## config.mk

```make
export PLATFORM = sky130hd
export DESIGN_NAME = multicycle_controller
export DESIGN_NICKNAME = d
export VERILOG_FILES = /design/src/rtl/multicycle_controller.sv
export SDC_FILE = /design/constraint.sdc
export NUM_CORES = 1
export LEC_CHECK = 0
export BUFFER_PORTS_ARGS = -buffer_cell sky130_fd_sc_hd__buf_2
export CAP_MARGIN = 20
export CORE_MARGIN = 2
export CORE_UTILIZATION = 39
export CTS_CLUSTER_SIZE = 8
export DETAILED_ROUTE_END_ITERATION = 6
export GPL_TIMING_DRIVEN = 0
export MAX_ROUTING_LAYER = met4
export PLACE_DENSITY = 0.71
export SYNTH_ARGS = -nofsm -noshare
export SYNTH_HDL_FRONTEND = slang
export SYNTH_SLANG_ARGS = --single-unit
```

## constraint.sdc

```tcl
create_clock -name clk -period 1.75 [get_ports clk]
set_input_delay 0.2625 -clock clk [delete_from_list [all_inputs] [get_ports clk]]
set_output_delay 0.2625 -clock clk [all_outputs]
set_load 0.01 [all_outputs]
```

## src/rtl/multicycle_controller.sv

```systemverilog
// Control FSM for the multicycle RV32I core: sequences fetch/decode/execute/memory/writeback
// over a shared datapath, with a memory ready handshake and a sticky illegal-instruction trap.
module multicycle_controller #(
  parameter bit MEM_HANDSHAKE = 1'b1,
  parameter bit FULL_BRANCH   = 1'b1
) (
  input  logic       clk,
  input  logic       reset,
  input  logic [6:0] op,
  input  logic [2:0] funct3,
  input  logic       funct7b5,
  input  logic       Zero,
  input  logic       Neg,
  input  logic       Carry,
  input  logic       Ovf,
  input  logic       MemReady,
  output logic       MemReq,
  output logic       MemWrite,
  output logic       AdrSrc,
  output logic       IRWrite,
  output logic       PCWrite,
  output logic       RegWrite,
  output logic [1:0] ResultSrc,
  output logic [1:0] ALUSrcA,
  output logic [1:0] ALUSrcB,
  output logic [1:0] ImmSrc,
  output logic [3:0] ALUControl,
  output logic       Illegal,
  output logic [3:0] State
);

  typedef enum logic [3:0] {
    S_FETCH    = 4'd0,
    S_DECODE   = 4'd1,
    S_MEMADR   = 4'd2,
    S_MEMREAD  = 4'd3,
    S_MEMWB    = 4'd4,
    S_MEMWRITE = 4'd5,
    S_EXECR    = 4'd6,
    S_EXECI    = 4'd7,
    S_ALUWB    = 4'd8,
    S_JAL      = 4'd9,
    S_BRANCH   = 4'd10,
    S_ILLEGAL  = 4'd11
  } state_t;

  localparam logic [3:0] ALU_ADD  = 4'b0000;
  localparam logic [3:0] ALU_SUB  = 4'b0001;
  localparam logic [3:0] ALU_AND  = 4'b0010;
  localparam logic [3:0] ALU_OR   = 4'b0011;
  localparam logic [3:0] ALU_XOR  = 4'b0100;
  localparam logic [3:0] ALU_SLT  = 4'b0101;
  localparam logic [3:0] ALU_SLTU = 4'b0110;
  localparam logic [3:0] ALU_SLL  = 4'b0111;
  localparam logic [3:0] ALU_SRL  = 4'b1000;
  localparam logic [3:0] ALU_SRA  = 4'b1001;

  state_t state, state_next;
  logic   ready;
  logic   is_r;
  logic   dec_bad;
  logic   br_ok;
  logic   taken;
  logic [3:0] alu_dec;

  assign ready = MEM_HANDSHAKE ? MemReady : 1'b1;
  assign is_r  = (op == 7'b0110011);
  assign State = state;

  always_ff @(posedge clk or negedge reset) begin
    if (!reset) state <= S_FETCH;
    else        state <= state_next;
  end

  // funct7b5 is an immediate bit for I-type ops other than the shifts
  always_comb begin
    alu_dec = ALU_ADD;
    dec_bad = 1'b0;
    case (funct3)
      3'b000: alu_dec = (is_r && funct7b5) ? ALU_SUB : ALU_ADD;
      3'b001: begin alu_dec = ALU_SLL;  dec_bad = funct7b5;        end
      3'b010: begin alu_dec = ALU_SLT;  dec_bad = is_r & funct7b5; end
      3'b011: begin alu_dec = ALU_SLTU; dec_bad = is_r & funct7b5; end
      3'b100: begin alu_dec = ALU_XOR;  dec_bad = is_r & funct7b5; end
      3'b101: alu_dec = funct7b5 ? ALU_SRA : ALU_SRL;
      3'b110: begin alu_dec = ALU_OR;   dec_bad = is_r & funct7b5; end
      default: begin alu_dec = ALU_AND; dec_bad = is_r & funct7b5; end
    endcase
  end

  always_comb begin
    br_ok = FULL_BRANCH ? (funct3[2:1] != 2'b01) : (funct3[2:1] == 2'b00);
    case (funct3)
      3'b000:  taken = Zero;
      3'b001:  taken = ~Zero;
      3'b100:  taken = Neg ^ Ovf;
      3'b101:  taken = ~(Neg ^ Ovf);
      3'b110:  taken = ~Carry;
      3'b111:  taken = Carry;
      default: taken = 1'b0;
    endcase
  end

  always_comb begin
    state_next = state;
    MemReq     = 1'b0;
    MemWrite   = 1'b0;
    AdrSrc     = 1'b0;
    IRWrite    = 1'b0;
    PCWrite    = 1'b0;
    RegWrite   = 1'b0;
    ResultSrc  = 2'b00;
    ALUSrcA    = 2'b00;
    ALUSrcB    = 2'b00;
    ImmSrc     = 2'b00;
    ALUControl = ALU_ADD;
    Illegal    = 1'b0;
    case (state)
      S_FETCH: begin
        MemReq    = 1'b1;
        ALUSrcB   = 2'b10;
        ResultSrc = 2'b10;
        // Write enables are held off while reset is asserted
        IRWrite   = ready & reset;
        PCWrite   = ready & reset;
        if (ready) state_next = S_DECODE;
      end
      S_DECODE: begin
        ALUSrcA = 2'b01;
        ALUSrcB = 2'b01;
        ImmSrc  = 2'b10;
        case (op)
          7'b0000011, 7'b0100011: state_next = S_MEMADR;
          7'b0110011:             state_next = S_EXECR;
          7'b0010011:             state_next = S_EXECI;
          7'b1100011:             state_next = br_ok ? S_BRANCH : S_ILLEGAL;
          7'b1101111:             state_next = S_JAL;
          default:                state_next = S_ILLEGAL;
        endcase
      end
      S_MEMADR: begin
        ALUSrcA    = 2'b10;
        ALUSrcB    = 2'b01;
        ImmSrc     = op[5] ? 2'b01 : 2'b00;
        state_next = op[5] ? S_MEMWRITE : S_MEMREAD;
      end
      S_MEMREAD: begin
        MemReq = 1'b1;
        AdrSrc = 1'b1;
        if (ready) state_next = S_MEMWB;
      end
      S_MEMWB: begin
        ResultSrc  = 2'b01;
        RegWrite   = 1'b1;
        state_next = S_FETCH;
      end
      S_MEMWRITE: begin
        MemReq   = 1'b1;
        MemWrite = 1'b1;
        AdrSrc   = 1'b1;
        if (ready) state_next = S_FETCH;
      end
      S_EXECR, S_EXECI: begin
        ALUSrcA    = 2'b10;
        ALUSrcB    = (state == S_EXECI) ? 2'b01 : 2'b00;
        ALUControl = alu_dec;
        state_next = dec_bad ? S_ILLEGAL : S_ALUWB;
      end
      S_ALUWB: begin
        RegWrite   = 1'b1;
        state_next = S_FETCH;
      end
      S_JAL: begin
        ALUSrcA    = 2'b01;
        ALUSrcB    = 2'b10;
        PCWrite    = 1'b1;
        state_next = S_ALUWB;
      end
      S_BRANCH: begin
        ALUSrcA    = 2'b10;
        ALUControl = ALU_SUB;
        PCWrite    = taken;
        state_next = S_FETCH;
      end
      default: begin
        Illegal    = 1'b1;
        state_next = S_ILLEGAL;
      end
    endcase
  end

endmodule

```

# [Word-level counts from Yosys, hierarchy flattened]
# Cells that the tools add are included.
# Widths: inputs -> output; s select.
[classes] n_eq_ne=27 n_mux=27 bitwise=6 n_reduce_logical=16
[op_table] operator="$pmux 4 s8" count=1
[op_table] operator="$pmux 4 s7" count=1
[op_table] operator="$pmux 4 s5" count=1
[op_table] operator="$eq 4x3->1 const B" count=4
[op_table] operator="$reduce_or 2->1" count=8
[op_table] operator="$eq 7x6->1 const B" count=2
[op_table] operator="$eq 7x7->1 const B" count=2
[op_table] operator="$eq 3x3->1 const B" count=4
[op_table] operator="$eq 4x4->1 const B" count=3
[op_table] operator="$mux 4" count=3
[op_table] operator="$pmux 2 s2" count=3
[op_table] operator="$mux 1" count=11
[op_table] operator="$reduce_or 11->1" count=1
[op_table] operator="$eq 4x2->1 const B" count=2
[op_table] operator="$pmux 4 s2" count=1
[op_table] operator="$eq 7x2->1 const B" count=1
[op_table] operator="$eq 7x5->1 const B" count=1
[op_table] operator="$eq 3x2->1 const B" count=2
[op_table] operator="$ne 2x2->1 const B" count=3
[op_table] operator="$pmux 1 s6" count=1
[op_table] operator="$pmux 2 s3" count=1
[op_table] operator="$reduce_or 3->1" count=2
[op_table] operator="$eq 4x1->1 const B" count=1
[op_table] operator="$logic_not 4->1" count=1
[op_table] operator="other kinds (13)" count=16
[word_totals] register_bits=4 in_bits=18 output_inout_bits=23

# [Longest topological paths before layout]
# Gate-level depths: netlist of the first run.
[logic_depth] ltp_word=5 depth_mapped=5 depth_no_buf=4

# [Worst setup path before layout of the first run]
# No wires, ideal clock.
[synth_timing] kind="register -> output" from="reg state[1], in the netlist State[1]" to="out IRWrite" arrival_time_ns=1.381 slack_ns=0.106 stages_incl_launch_ff=5 n_path_buf=1 cell_sequence="dfrtp_1 > buf_2 > or2_2 > or3_1 > nor2_1"
[synth_between] elab_chain_len=2
[synth_lines] element="from (decl)" line="58" source="state_t state, state_next;"
[synth_lines] element="from (signal assigned)" line="72" source="else state <= state_next;"
[synth_lines] element="$logic_not 4->1" line="118" source="case (state)"
[synth_lines] element="$mux 1" line="118"
[synth_lines] element="to (decl)" line="20" source="output logic IRWrite,"
# Every way passes these cells.

# [Worst setup path after layout of the first run]
# Ends and elaborated chain as after synthesis.

==> results of run 1 <==
## worst max path at each step
stage | end | from | cells after the start
after floorplan | IRWrite | State[1] | 4
after global placement | PCWrite | funct3[0] | 6
after detailed placement | IRWrite | State[1] | 5
after CTS | IRWrite | State[0] | 4
after global routing | IRWrite | State[1] | 4
final | IRWrite | State[1] | 4
## cell usage in the layout, fill, tap and decap left out, types with 2 or more instances in the layout
master	count
sky130_fd_sc_hd__a31oi_1	2
sky130_fd_sc_hd__inv_1	7
sky130_fd_sc_hd__dfrtp_2	3
sky130_fd_sc_hd__nor2_1	16
sky130_fd_sc_hd__a211oi_1	4
sky130_fd_sc_hd__clkbuf_4	3
sky130_fd_sc_hd__nand2_1	5
sky130_fd_sc_hd__buf_2	39
sky130_fd_sc_hd__o21ai_0	5
sky130_fd_sc_hd__and3_1	2
sky130_fd_sc_hd__nor2b_1	3
sky130_fd_sc_hd__nor3_1	6
sky130_fd_sc_hd__nand3_1	3
sky130_fd_sc_hd__nand2b_1	3
sky130_fd_sc_hd__xnor2_1	3
sky130_fd_sc_hd__a21oi_1	8
sky130_fd_sc_hd__o21a_1	2
sky130_fd_sc_hd__buf_4	4
sky130_fd_sc_hd__buf_6	4
sky130_fd_sc_hd__o31ai_1	2
## layout make-up
cell class / count / area share
timing repair buffer: 42 / 0.2134
multi-input combinational: 88 / 0.5504
clock buffer: 3 / 0.02158
sequential: 4 / 0.09952
inverter: 7 / 0.02518
tap: 25 / 0.02998
buffer: 7 / 0.05995
## power by group through the flow
stage                     clock [mW]  combinational, mW  sequential [mW]
after global routing           0.129               1.42            0.218
after global placement             0               1.10            0.179
after CTS                      0.123               1.16            0.193
final                          0.120               1.31            0.206
after floorplan                    0              0.733            0.196
after detailed placement           0               1.11            0.180
## layer usage
layer,vias up,track usage,wire [um],part of all wire
met5,-,-,0,0
met1,424,0.2824,946,0.44
met2,42,0.3306,1037,0.48
li1,474,-,-,-
met4,0,0.08000,21,0.0097
met3,3,0.02353,162,0.075
## critical path: stages, from the launching register on
cell                      delay [ns]
sky130_fd_sc_hd__dfrtp_2        0.43
sky130_fd_sc_hd__or2_4          0.28
sky130_fd_sc_hd__or3_4          0.34
sky130_fd_sc_hd__nor2_1         0.08
sky130_fd_sc_hd__buf_2          0.13
## cell usage after synthesis (3+ instances only)
cell,count
sky130_fd_sc_hd__xnor2_1,3
sky130_fd_sc_hd__nand3_1,3
sky130_fd_sc_hd__dfrtp_1,4
sky130_fd_sc_hd__buf_2,4
sky130_fd_sc_hd__o21ai_0,5
sky130_fd_sc_hd__nand2b_1,4
sky130_fd_sc_hd__inv_1,7
sky130_fd_sc_hd__nand2_1,6
sky130_fd_sc_hd__nor3_1,7
sky130_fd_sc_hd__nor2b_1,3
sky130_fd_sc_hd__a21oi_1,9
sky130_fd_sc_hd__a211oi_1,4
sky130_fd_sc_hd__nor2_1,17
## timing repair
action / in CTS / in global routing
setup endpoints to repair: 16 / 15
buffers inserted: 1 / 2
hold endpoints to repair: 4 / 0
pin swaps: 0 / 4
hold buffers: 1 / 0
gates resized for setup: 9 / 17
## cell families after synthesis
group | count (synthesis) | share of synthesized area
mux | 1 | 0.01601
simple gates | 51 | 0.3719
compound gates | 31 | 0.2882
flops | 4 | 0.1424
buf+inv | 15 | 0.09787
xor+xnor | 5 | 0.08364
## through the flow
stage	hold slack [ns]	worst slack, ns	TNS, ns
after global routing	0.3466	-0.07538	-0.1255
after floorplan	-0.03309	0.1062	0
after global placement	0.07303	0.04315	0
after CTS	0.3359	-0.01389	-0.01389
after detailed placement	0.08110	0.04947	0
final	0.3316	-0.01982	-0.01982
==> impl_summary.log, run 1 <==
INFO  metric fin_total_pwr = 1.633 mW
INFO  metric p_sw_frac = 0.5059
INFO  metric cts-htree-levels = 1
INFO  metric r2r_slack = 0.26 ns
INFO  metric synth.largest_area_cell = sky130_fd_sc_hd__dfrtp_1
INFO  metric number_of_sinks_handled_by_clock_tree_synthesis = 4
INFO  metric p_seq_frac = 0.126
INFO  metric worstHoldPathCells = 3
INFO  metric drv_slew = 0
INFO  metric cts_tree = built
INFO  metric worst_ep_arrival_time = 1.51 ns
INFO  metric regToRegStartpoint = State[3]
INFO  metric worst_skew_pair.late_latency = 0.25 ns
INFO  metric post-route-period-util = 1.011
INFO  metric routed_via_density = 5.358
INFO  metric worst_hold_path_endpoint = State[2]
INFO  metric die_x = 46.46 um
INFO  metric filler_cell_count = 162
INFO  metric placement_rows = 15
INFO  metric async_reset_ff_frac = 1.000
INFO  metric ctsLongestPathBuffers = 2
INFO  metric p_per_cell_area = 1565 nW/um^2
INFO  metric combinationalPowerShare = 0.801
INFO  metric synthesis.nets = 125
INFO  metric gp_routability_congestion = 0.8716
INFO  metric number_of_different_library_cells_in_the_post_synthesis_netlist = 37
INFO  metric post-route-util = 0.6110
INFO  metric placement.cell_area = 924.6 um^2
INFO  metric crit_path_end_kind = output port
INFO  metric ff_latch_area = 103.9 um^2
INFO  metric standby_leakage_power = 0.5052 nW
INFO  metric start_util = 0.4117
INFO  metric numCtsBuffers = 3
INFO  metric placeableCoreArea = 1708 um^2
INFO  metric yosys_most_used_dff = sky130_fd_sc_hd__dfrtp_1
INFO  metric yosys-top-cells-area = sky130_fd_sc_hd__dfrtp_1 14%, sky130_fd_sc_hd__nor2_1 9.1%, sky130_fd_sc_hd__a21oi_1 6.4%
INFO  metric violated_checks = setup timing
INFO  metric pwr-share-clk = 0.073
INFO  metric cts_root_buf = sky130_fd_sc_hd__clkbuf_4
INFO  metric rsz_0062_raised_after_global_routing = yes
INFO  metric io_pins = 41
INFO  metric number_of_setup_violations_in_the_final_report = 1
INFO  metric timing.slew.headroom = 0.7783
INFO  metric die_h = 46.46 um
INFO  metric yosysWarnings = 0
INFO  metric drc_errors_left = 0
INFO  metric hold_class = in2reg
INFO  metric worst_clock_skew = 0.006914 ns
INFO  metric grt_first_pass_wirelength = 3263 um
INFO  metric numPlacedInstances = 170
INFO  metric critical_path.max_fanout = 6
INFO  metric fin_crit = 1.770 ns
INFO  metric clock.fmax = 565.0 MHz
INFO  metric timing.hold.worst.start = op[4]
INFO  metric netlist.area_leader.share = 0.1423
INFO  metric io_buffer_count = 38
INFO  metric post_route_cells_drive_above_1_share = 0.4238
INFO  metric post_synth_instance_area = 703.2 um^2
INFO  metric antenna_found_initial = 0
INFO  metric drtIter0Drc = 38
INFO  metric yosysSeqAreaShare = 0.1423
INFO  metric dpl.hpwl = 1614 um
INFO  metric wl_per_cell = 12.31 um
INFO  metric setup_ws = -0.01982 ns
INFO  metric worstReg2RegEnd = State[1]
INFO  metric nets = 171
INFO  metric gr-total-overflow = 0
INFO  metric clk_pin_slew_worst_paths = 0.04 ns
INFO  metric cap_violations = 0
INFO  metric multi_input_comb_area = 574.3 um^2
INFO  metric tot_gr_track_use = 0.2132
INFO  metric finalInstanceArea = 1044 um^2
INFO  metric instances_no_fill = 176
INFO  metric total_wirelength_of_the_detailed_routed_design = 2167 um
INFO  metric hold_viol = 0
INFO  metric grt_start_max_net_pins = 11
INFO  metric vias = 943
INFO  metric synth-edff-count = 0
INFO  metric worst_r2r_path_depth = 4
INFO  metric run_status = finished, violations left
INFO  metric ant_nets = 0
INFO  metric antenna_cells_inserted = 0
INFO  metric max-vdd-ir-drop = 0.0006262 V
INFO  metric synth.ff_latch_count = 4
INFO  metric first_pass_detailed_route_iteration_total = 4
INFO  metric critical_path_required = 1.49 ns
INFO  metric number_of_flip_flops_in_the_largest_register = 4
INFO  metric synthToLayoutAreaGrowth = 48.40%
INFO  metric grt_pass1_vias = 780
INFO  metric p_sw = 0.8263 mW
INFO  metric p_int = 0.8070 mW
INFO  metric max_slew.worst_pin.slew = 0.3284 ns
INFO  metric startpoint_type = flip-flop
INFO  metric timing.setup.critical_path_class = reg2out
INFO  metric cells_after_synthesis = 107
INFO  metric fp.dieArea = 2159 um^2
INFO  metric avgSynthCellArea = 6.572 um^2
Note: power is estimated with default switching activity, not from simulation.
==> inputs of run 2 (changes only) <==
--- a/config.mk
+++ b/config.mk
@@ -8,12 +8,12 @@
 export BUFFER_PORTS_ARGS = -buffer_cell sky130_fd_sc_hd__buf_2
 export CAP_MARGIN = 20
 export CORE_MARGIN = 2
-export CORE_UTILIZATION = 39
+export CORE_UTILIZATION = 43
 export CTS_CLUSTER_SIZE = 8
 export DETAILED_ROUTE_END_ITERATION = 6
 export GPL_TIMING_DRIVEN = 0
 export MAX_ROUTING_LAYER = met4
-export PLACE_DENSITY = 0.71
+export PLACE_DENSITY = 0.77
 export SYNTH_ARGS = -nofsm -noshare
 export SYNTH_HDL_FRONTEND = slang
 export SYNTH_SLANG_ARGS = --single-unit
==> impl_summary.log, run 2 (synthesized netlist as in run 1, its figures left out) <==
INFO  metric hold_viol = 0 (unchanged)
INFO  metric timing.hold.worst.start = op[4]
INFO  metric grtUsageMet3 = 0.02449 (+0.0009604)
INFO  metric grt_start_max_net_pins = 11 (unchanged)
INFO  metric grt_first_pass_wirelength = 3491 um (+7.0%)
INFO  metric worst_clock_skew = 0.001848 ns (-0.005066 ns)
INFO  metric number_of_setup_violations_in_the_final_report = 0 (-1)
INFO  metric nets = 170 (-0.58%)
INFO  metric timing.setup.critical_path_class = reg2out
INFO  metric fp.dieArea = 1975 um^2 (-8.5%)
INFO  metric drv_slew = 0 (unchanged)
INFO  metric critPathBufInv = 1 (unchanged)
INFO  metric cts_root_buf = sky130_fd_sc_hd__clkbuf_4
INFO  metric post-route-period-util = 0.9962 (-0.01510)
INFO  metric crit_path_end_kind = output port
INFO  metric cap_violations = 0 (unchanged)
INFO  metric drtIter0Drc = 22 (-42%)
INFO  metric p_per_cell_area = 1573 nW/um^2 (+0.53%)
INFO  metric dpl.hpwl = 1644 um (+1.9%)
INFO  metric synthToLayoutAreaGrowth = 45.37%
INFO  metric io_pins = 41 (unchanged)
INFO  metric numCtsBuffers = 3 (unchanged)
INFO  metric grt_pass1_vias = 810 (+3.8%)
INFO  metric instances_no_fill = 166 (-5.7%)
INFO  metric mostFrequentLayoutCells = 39 x sky130_fd_sc_hd__buf_2, 15 x sky130_fd_sc_hd__nor2_1, 8 x sky130_fd_sc_hd__a21oi_1
INFO  metric placeableCoreArea = 1524 um^2 (-11%)
INFO  metric clock.fmax = 573.6 MHz (+1.5%)
INFO  metric groute.layer.met1.usage = 0.3309 (+0.04851)
INFO  metric antenna_found_initial = 0 (unchanged)
INFO  metric worst_hold_path_endpoint = State[2]
INFO  metric r2r_slack = 0.18 ns (-0.08 ns)
INFO  metric ctsLongestPathBuffers = 2 (unchanged)
INFO  metric total_wirelength_of_the_detailed_routed_design = 2163 um (-0.18%)
INFO  metric number_of_sinks_handled_by_clock_tree_synthesis = 4 (unchanged)
INFO  metric numPlacedInstances = 161 (-5.3%)
INFO  metric max_slew.worst_pin.slew = 0.3313 ns (+0.002910 ns)
INFO  metric run_status = completed
INFO  metric placement_rows = 14 (-1)
INFO  metric hold_class = in2reg
INFO  metric routed_via_density = 5.741 (+7.1%)
INFO  metric cpPeakStageDelay = 0.40 ns (-0.03 ns)
INFO  metric startpoint_type = flip-flop
INFO  metric worst_ep_arrival_time = 1.48 ns (-0.03 ns)
INFO  metric start_util = 0.4614 (+0.04969)
INFO  metric tot_gr_track_use = 0.2442 (+0.03099)
INFO  metric io_buffer_count = 38 (unchanged)
INFO  metric vias = 953 (+1.1%)
INFO  metric fin_crit = 1.743 ns (-0.02643 ns)
INFO  metric gr-total-overflow = 0 (unchanged)
INFO  metric standby_leakage_power = 0.5005 nW (-0.93%)
INFO  metric worstReg2RegEnd = State[1]
INFO  metric gp_routability_congestion = 0.8697 (-0.22%)
INFO  metric worst_path_max_delay_cell = sky130_fd_sc_hd__dfrtp_1
INFO  metric groute.layer.met2.usage = 0.3647 (+0.03415)
INFO  metric max-vdd-ir-drop = 0.0006725 V (+7.4%)
INFO  metric cts-htree-levels = 1 (unchanged)
INFO  metric timing.slew.headroom = 0.7778 (about the same)
INFO  metric regToRegStartpoint = State[1]
INFO  metric ant_nets = 0 (unchanged)
INFO  metric critical_path_required = 1.49 ns (about the same)
INFO  metric number_of_flip_flops_in_the_largest_register = 4 (unchanged)
INFO  metric wl_per_cell = 13.03 um (+5.8%)
INFO  metric fin_hold_ws = 0.3277 ns (-0.003850 ns)
INFO  metric antenna_cells_inserted = 0 (unchanged)
INFO  metric globalRoute.busiestLayer = met2
INFO  metric worst_r2r_path_depth = 5 (+1)
INFO  metric die_h = 44.44 um (-4.3%)
INFO  metric first_pass_detailed_route_iteration_total = 4 (unchanged)
INFO  metric ff_latch_area = 102.6 um^2 (-1.2%)
INFO  metric drc_errors_left = 0 (unchanged)
INFO  metric multi_input_comb_area = 576.8 um^2 (+0.44%)
INFO  metric cts_tree = built
INFO  metric worst_skew_pair.late_latency = 0.25 ns (about the same)
INFO  metric filler_cell_count = 150 (-7.4%)
INFO  metric finalInstanceArea = 1022 um^2 (-2.0%)
INFO  metric post_route_cells_drive_above_1_share = 0.4200 (-0.003841)
INFO  metric crit_cells = 4 (unchanged)
INFO  metric placement.cell_area = 913.4 um^2 (-1.2%)
INFO  metric die_x = 44.44 um (-4.3%)
INFO  metric clk_pin_slew_worst_paths = 0.04 ns (about the same)
INFO  metric worstHoldPathCells = 3 (unchanged)
INFO  metric critical-path-top-delay-family = simple AND/OR/NAND/NOR gates
INFO  metric worstPathCellList = or2_4, or3_4, nor2_2, buf_2
INFO  metric layout.cells.most_common = sky130_fd_sc_hd__buf_2
INFO  metric critical_path.max_fanout = 4 (-2)
INFO  metric rsz_0062_raised_after_global_routing = yes
==> run 2: changes by cell type in the layout (fill, tap and decap cells not counted), sizes merged <==
cell / delta
buf: -1
==> run 2: worst max-delay path by stage <==
stage,startpoint,to,slack (ns)
CTS,State[3],PCWrite,0.004
global placement,funct3[0],PCWrite,0.05
finish,State[0],IRWrite,0.007
detailed placement,funct3[0],PCWrite,0.04
floorplan,State[1],IRWrite,0.11
global route,State[0],IRWrite,-0.03
==> run 2: routing by layer <==
metal / up-vias / routed length [um]
met1: 422 / 967
met4: 0 / 44
met2: 54 / 993
li1: 470 / -
met3: 7 / 159
met5: - / 0
==> run 2: final cells by class <==
| type | instances | share of cell area |
|---|---|---|
| inverters | 7 | 0.02570 |
| clock buffers | 3 | 0.02203 |
| repair buffers | 41 | 0.2105 |
| multi-input cells | 88 | 0.5643 |
| flip-flops and latches | 4 | 0.1004 |
| plain buffers | 7 | 0.05753 |
| well taps | 16 | 0.01958 |
==> run 2: per-stage QoR <==
step / util / worst slack, ns / power [mW] / setup TNS (ns)
after floorplan: - / 0.1062 / 0.9293 / 0
after global placement: 0.5993 / 0.05164 / 1.268 / 0
after detailed placement: 0.5993 / 0.03752 / 1.292 / 0
after CTS: 0.6437 / 0.003675 / 1.496 / 0
after global routing: 0.6708 / -0.03220 / 1.731 / -0.05138
final: 0.6708 / 0.006606 / 1.608 / 0
==> run 2: worst min-delay path, stage by stage <==
cell                      delay [ns]
sky130_fd_sc_hd__buf_2          0.13
sky130_fd_sc_hd__nand3_1        0.08
sky130_fd_sc_hd__a21oi_1        0.06
==> run 2: repair_timing <==
item                                    4_1_cts  5_1_grt
resized for setup                             9       16
endpoints found under the hold margin         4        0
setup buffers                                 2        0
endpoints found under the setup margin       15       12
hold buffers                                  1        0
pin swaps                                     2        2
==> run 2: power breakdown <==
group	leakage (nW)	internal [mW]	total (mW)	switching (mW)
combinational	0.440	0.561	1.29	0.728
sequential	0.0471	0.145	0.196	0.0512
clock	0.0138	0.0773	0.124	0.0466
total	0.500	0.783	1.61	0.826
==> inputs of run 3 (changes only) <==
--- a/config.mk
+++ b/config.mk
@@ -13,7 +13,7 @@
 export DETAILED_ROUTE_END_ITERATION = 6
 export GPL_TIMING_DRIVEN = 0
 export MAX_ROUTING_LAYER = met4
-export PLACE_DENSITY = 0.77
+export PLACE_DENSITY = 0.79
 export SYNTH_ARGS = -nofsm -noshare
 export SYNTH_HDL_FRONTEND = slang
 export SYNTH_SLANG_ARGS = --single-unit
==> impl_summary.log, run 3 (synthesized netlist as in run 1, its figures left out) <==
INFO  metric start_util = 0.4614 (unchanged)
INFO  metric total_wirelength_of_the_detailed_routed_design = 2292 um (+6.0%)
INFO  metric hold_viol = 0 (unchanged)
INFO  metric gp_routability_congestion = 0.8977 (+3.2%)
INFO  metric worstPathCellList = or2_4, or3_4, nor2_2, buf_2
INFO  metric drv_slew = 0 (unchanged)
INFO  metric wl_per_cell = 13.72 um (+5.3%)
INFO  metric worst_clock_skew = 0.002811 ns (+0.0009632 ns)
INFO  metric first_pass_detailed_route_iteration_total = 4 (unchanged)
INFO  metric fp.dieArea = 1975 um^2 (unchanged)
INFO  metric nets = 171 (+0.59%)
INFO  metric routed_via_density = 5.695 (-0.81%)
INFO  metric drtIter0Drc = 20 (-9.1%)
INFO  metric p_int = 0.7983 mW (+2.0%)
INFO  metric standby_leakage_power = 0.5031 nW (+0.53%)
INFO  metric gr-total-overflow = 0 (unchanged)
INFO  metric dpl.hpwl = 1600 um (-2.7%)
INFO  metric critical_path_required = 1.49 ns (about the same)
INFO  metric grt_first_pass_wirelength = 3512 um (+0.60%)
INFO  metric die_x = 44.44 um (unchanged)
INFO  metric hold_class = in2reg
INFO  metric cts_root_buf = sky130_fd_sc_hd__clkbuf_4
INFO  metric p_per_cell_area = 1565 nW/um^2 (-0.54%)
INFO  metric ctsLongestPathBuffers = 2 (unchanged)
INFO  metric drc_errors_left = 0 (unchanged)
INFO  metric ff_latch_area = 102.6 um^2 (unchanged)
INFO  metric cts_tree = built
INFO  metric run_status = finished, violations left
INFO  metric fin_crit = 1.785 ns (+0.04205 ns)
INFO  metric numCtsBuffers = 3 (unchanged)
INFO  metric worst_skew_pair.late_latency = 0.24 ns (about the same)
INFO  metric antenna_cells_inserted = 0 (unchanged)
INFO  metric violated_checks = setup timing
INFO  metric die_h = 44.44 um (unchanged)
INFO  metric io_buffer_count = 38 (unchanged)
INFO  metric p_sw_frac = 0.5094 (-0.003914)
INFO  metric io_pins = 41 (unchanged)
INFO  metric placement_rows = 14 (unchanged)
INFO  metric fin_tns_setup = -0.03545 ns (-0.03545 ns)
INFO  metric r2r_slack = 0.25 ns (+0.07 ns)
INFO  metric post-route-util = 0.6823 (+0.01149)
INFO  metric ant_nets = 0 (unchanged)
INFO  metric rsz_0062_raised_after_global_routing = yes
INFO  metric finalInstanceArea = 1040 um^2 (+1.7%)
INFO  metric fin_total_pwr = 1.627 mW (+1.2%)
INFO  metric synthToLayoutAreaGrowth = 47.87%
INFO  metric cpPeakStageDelay = 0.45 ns (+0.05 ns)
INFO  metric fin_hold_ws = 0.3190 ns (-0.008755 ns)
INFO  metric post_route_cells_drive_above_1_share = 0.4437 (+0.02371)
INFO  metric vias = 951 (-0.21%)
INFO  metric setup_ws = -0.03545 ns (-0.04205 ns)
INFO  metric max-vdd-ir-drop = 0.0006487 V (-3.5%)
INFO  metric worst_ep_arrival_time = 1.52 ns (+0.04 ns)
INFO  metric timing.slew.headroom = 0.7847 (+0.006834)
INFO  metric grt_start_max_net_pins = 11 (unchanged)
INFO  metric number_of_sinks_handled_by_clock_tree_synthesis = 4 (unchanged)
INFO  metric worst_path_max_delay_cell = sky130_fd_sc_hd__dfrtp_2
INFO  metric antenna_found_initial = 0 (unchanged)
INFO  metric number_of_flip_flops_in_the_largest_register = 4 (unchanged)
INFO  metric post-route-period-util = 1.020 (+0.02403)
INFO  metric placeableCoreArea = 1524 um^2 (unchanged)
INFO  metric filler_cell_count = 149 (-0.67%)
INFO  metric worst_r2r_path_depth = 4 (-1)
INFO  metric cap_violations = 0 (unchanged)
INFO  metric pwr-share-clk = 0.075 (-0.002)
INFO  metric clk_pin_slew_worst_paths = 0.04 ns (about the same)
INFO  metric multi_input_comb_area = 586.8 um^2 (+1.7%)
INFO  metric crit_path_start = State[1]
INFO  metric clock.fmax = 560.1 MHz (-2.4%)
INFO  metric timing.setup.critical_path_class = reg2out
INFO  metric mostFrequentLayoutCells = 39 x sky130_fd_sc_hd__buf_2, 14 x sky130_fd_sc_hd__nor2_1, 8 x sky130_fd_sc_hd__a21oi_1
INFO  metric p_seq_frac = 0.132 (+0.010)
INFO  metric max_slew.worst_pin.slew = 0.3190 ns (-0.01230 ns)
INFO  metric combinationalPowerShare = 0.793 (-0.008)
INFO  metric grt_pass1_vias = 835 (+3.1%)
INFO  metric crit_path_end_kind = output port
INFO  metric tot_gr_track_use = 0.2374 (-0.006721)
INFO  metric regToRegStartpoint = State[3]
INFO  metric placement.cell_area = 913.4 um^2 (unchanged)
INFO  metric layout.cells.most_common = sky130_fd_sc_hd__buf_2
INFO  metric startpoint_type = flip-flop
INFO  metric worstReg2RegEnd = State[1]
INFO  metric critical_path.max_fanout = 8 (+4)
INFO  metric number_of_setup_violations_in_the_final_report = 1 (+1)
INFO  metric p_sw = 0.8289 mW (+0.40%)
INFO  metric timing.critical_path.to = IRWrite
INFO  metric cts-htree-levels = 1 (unchanged)
-- run 3: changes by cell type in the layout (fill, tap and decap cells not counted), sizes merged --
cell,before,now
buf,46,47
-- run 3: timing repair --
action | CTS | global route
endpoints found under the setup margin | 15 | 16
hold buffers | 1 | 0
resized for setup | 10 | 17
setup buffers | 0 | 3
pin swaps | 0 | 3
endpoints found under the hold margin | 4 | 0
-- run 3: metrics by stage --
stage,std cells,setup WS [ns]
6_report,167,-0.03545
5_1_grt,167,-0.07233
4_1_cts,164,-0.04339
3_5_place_dp,161,0.04839
3_3_place_gp,161,0.05266
2_1_floorplan,107,0.1062
-- run 3: layer usage --
| layer | vias up | track usage | share of wire |
|---|---|---|---|
| li1 | 473 | - | - |
| met1 | 431 | 0.3094 | 0.41 |
| met2 | 43 | 0.3853 | 0.51 |
| met3 | 4 | 0.02449 | 0.070 |
| met4 | 0 | 0.07273 | 0.013 |
| met5 | - | - | 0 |
-- run 3: worst max-delay path, delay by kind of cell, from the launching register on --
family                 cells  cell delay, ns
buffers and inverters      1            0.12
AND/OR/NAND/NOR            3            0.71
flip-flops                 1            0.45
-- run 3: layout make-up --
| cell class | count | share of cell area |
|---|---|---|
| multi-input cells | 88 | 0.5644 |
| flip-flops and latches | 4 | 0.09868 |
| clock buffers | 3 | 0.02166 |
| inverters | 7 | 0.02527 |
| well taps | 16 | 0.01925 |
| repair buffers | 42 | 0.2142 |
| plain buffers | 7 | 0.05656 |
-- run 3: power groups by stage --
| stage | clock, mW | sequential [mW] | combinational [mW] |
|---|---|---|---|
| after floorplan | 0 | 0.196 | 0.733 |
| after global placement | 0 | 0.179 | 1.09 |
| final | 0.121 | 0.215 | 1.29 |
| after detailed placement | 0 | 0.182 | 1.11 |
| after global routing | 0.124 | 0.221 | 1.42 |
| after CTS | 0.118 | 0.208 | 1.13 |
-- run 3: worst min-delay path by stage --
stage / slack (ns) / start / end / depth (start not counted)
floorplan: -0.03 / reset / State[0] / 0
global placement: 0.07 / reset / State[3] / 1
detailed placement: 0.08 / reset / State[1] / 1
CTS: 0.32 / op[4] / State[2] / 3
global route: 0.34 / op[4] / State[2] / 3
finish: 0.32 / op[4] / State[2] / 3
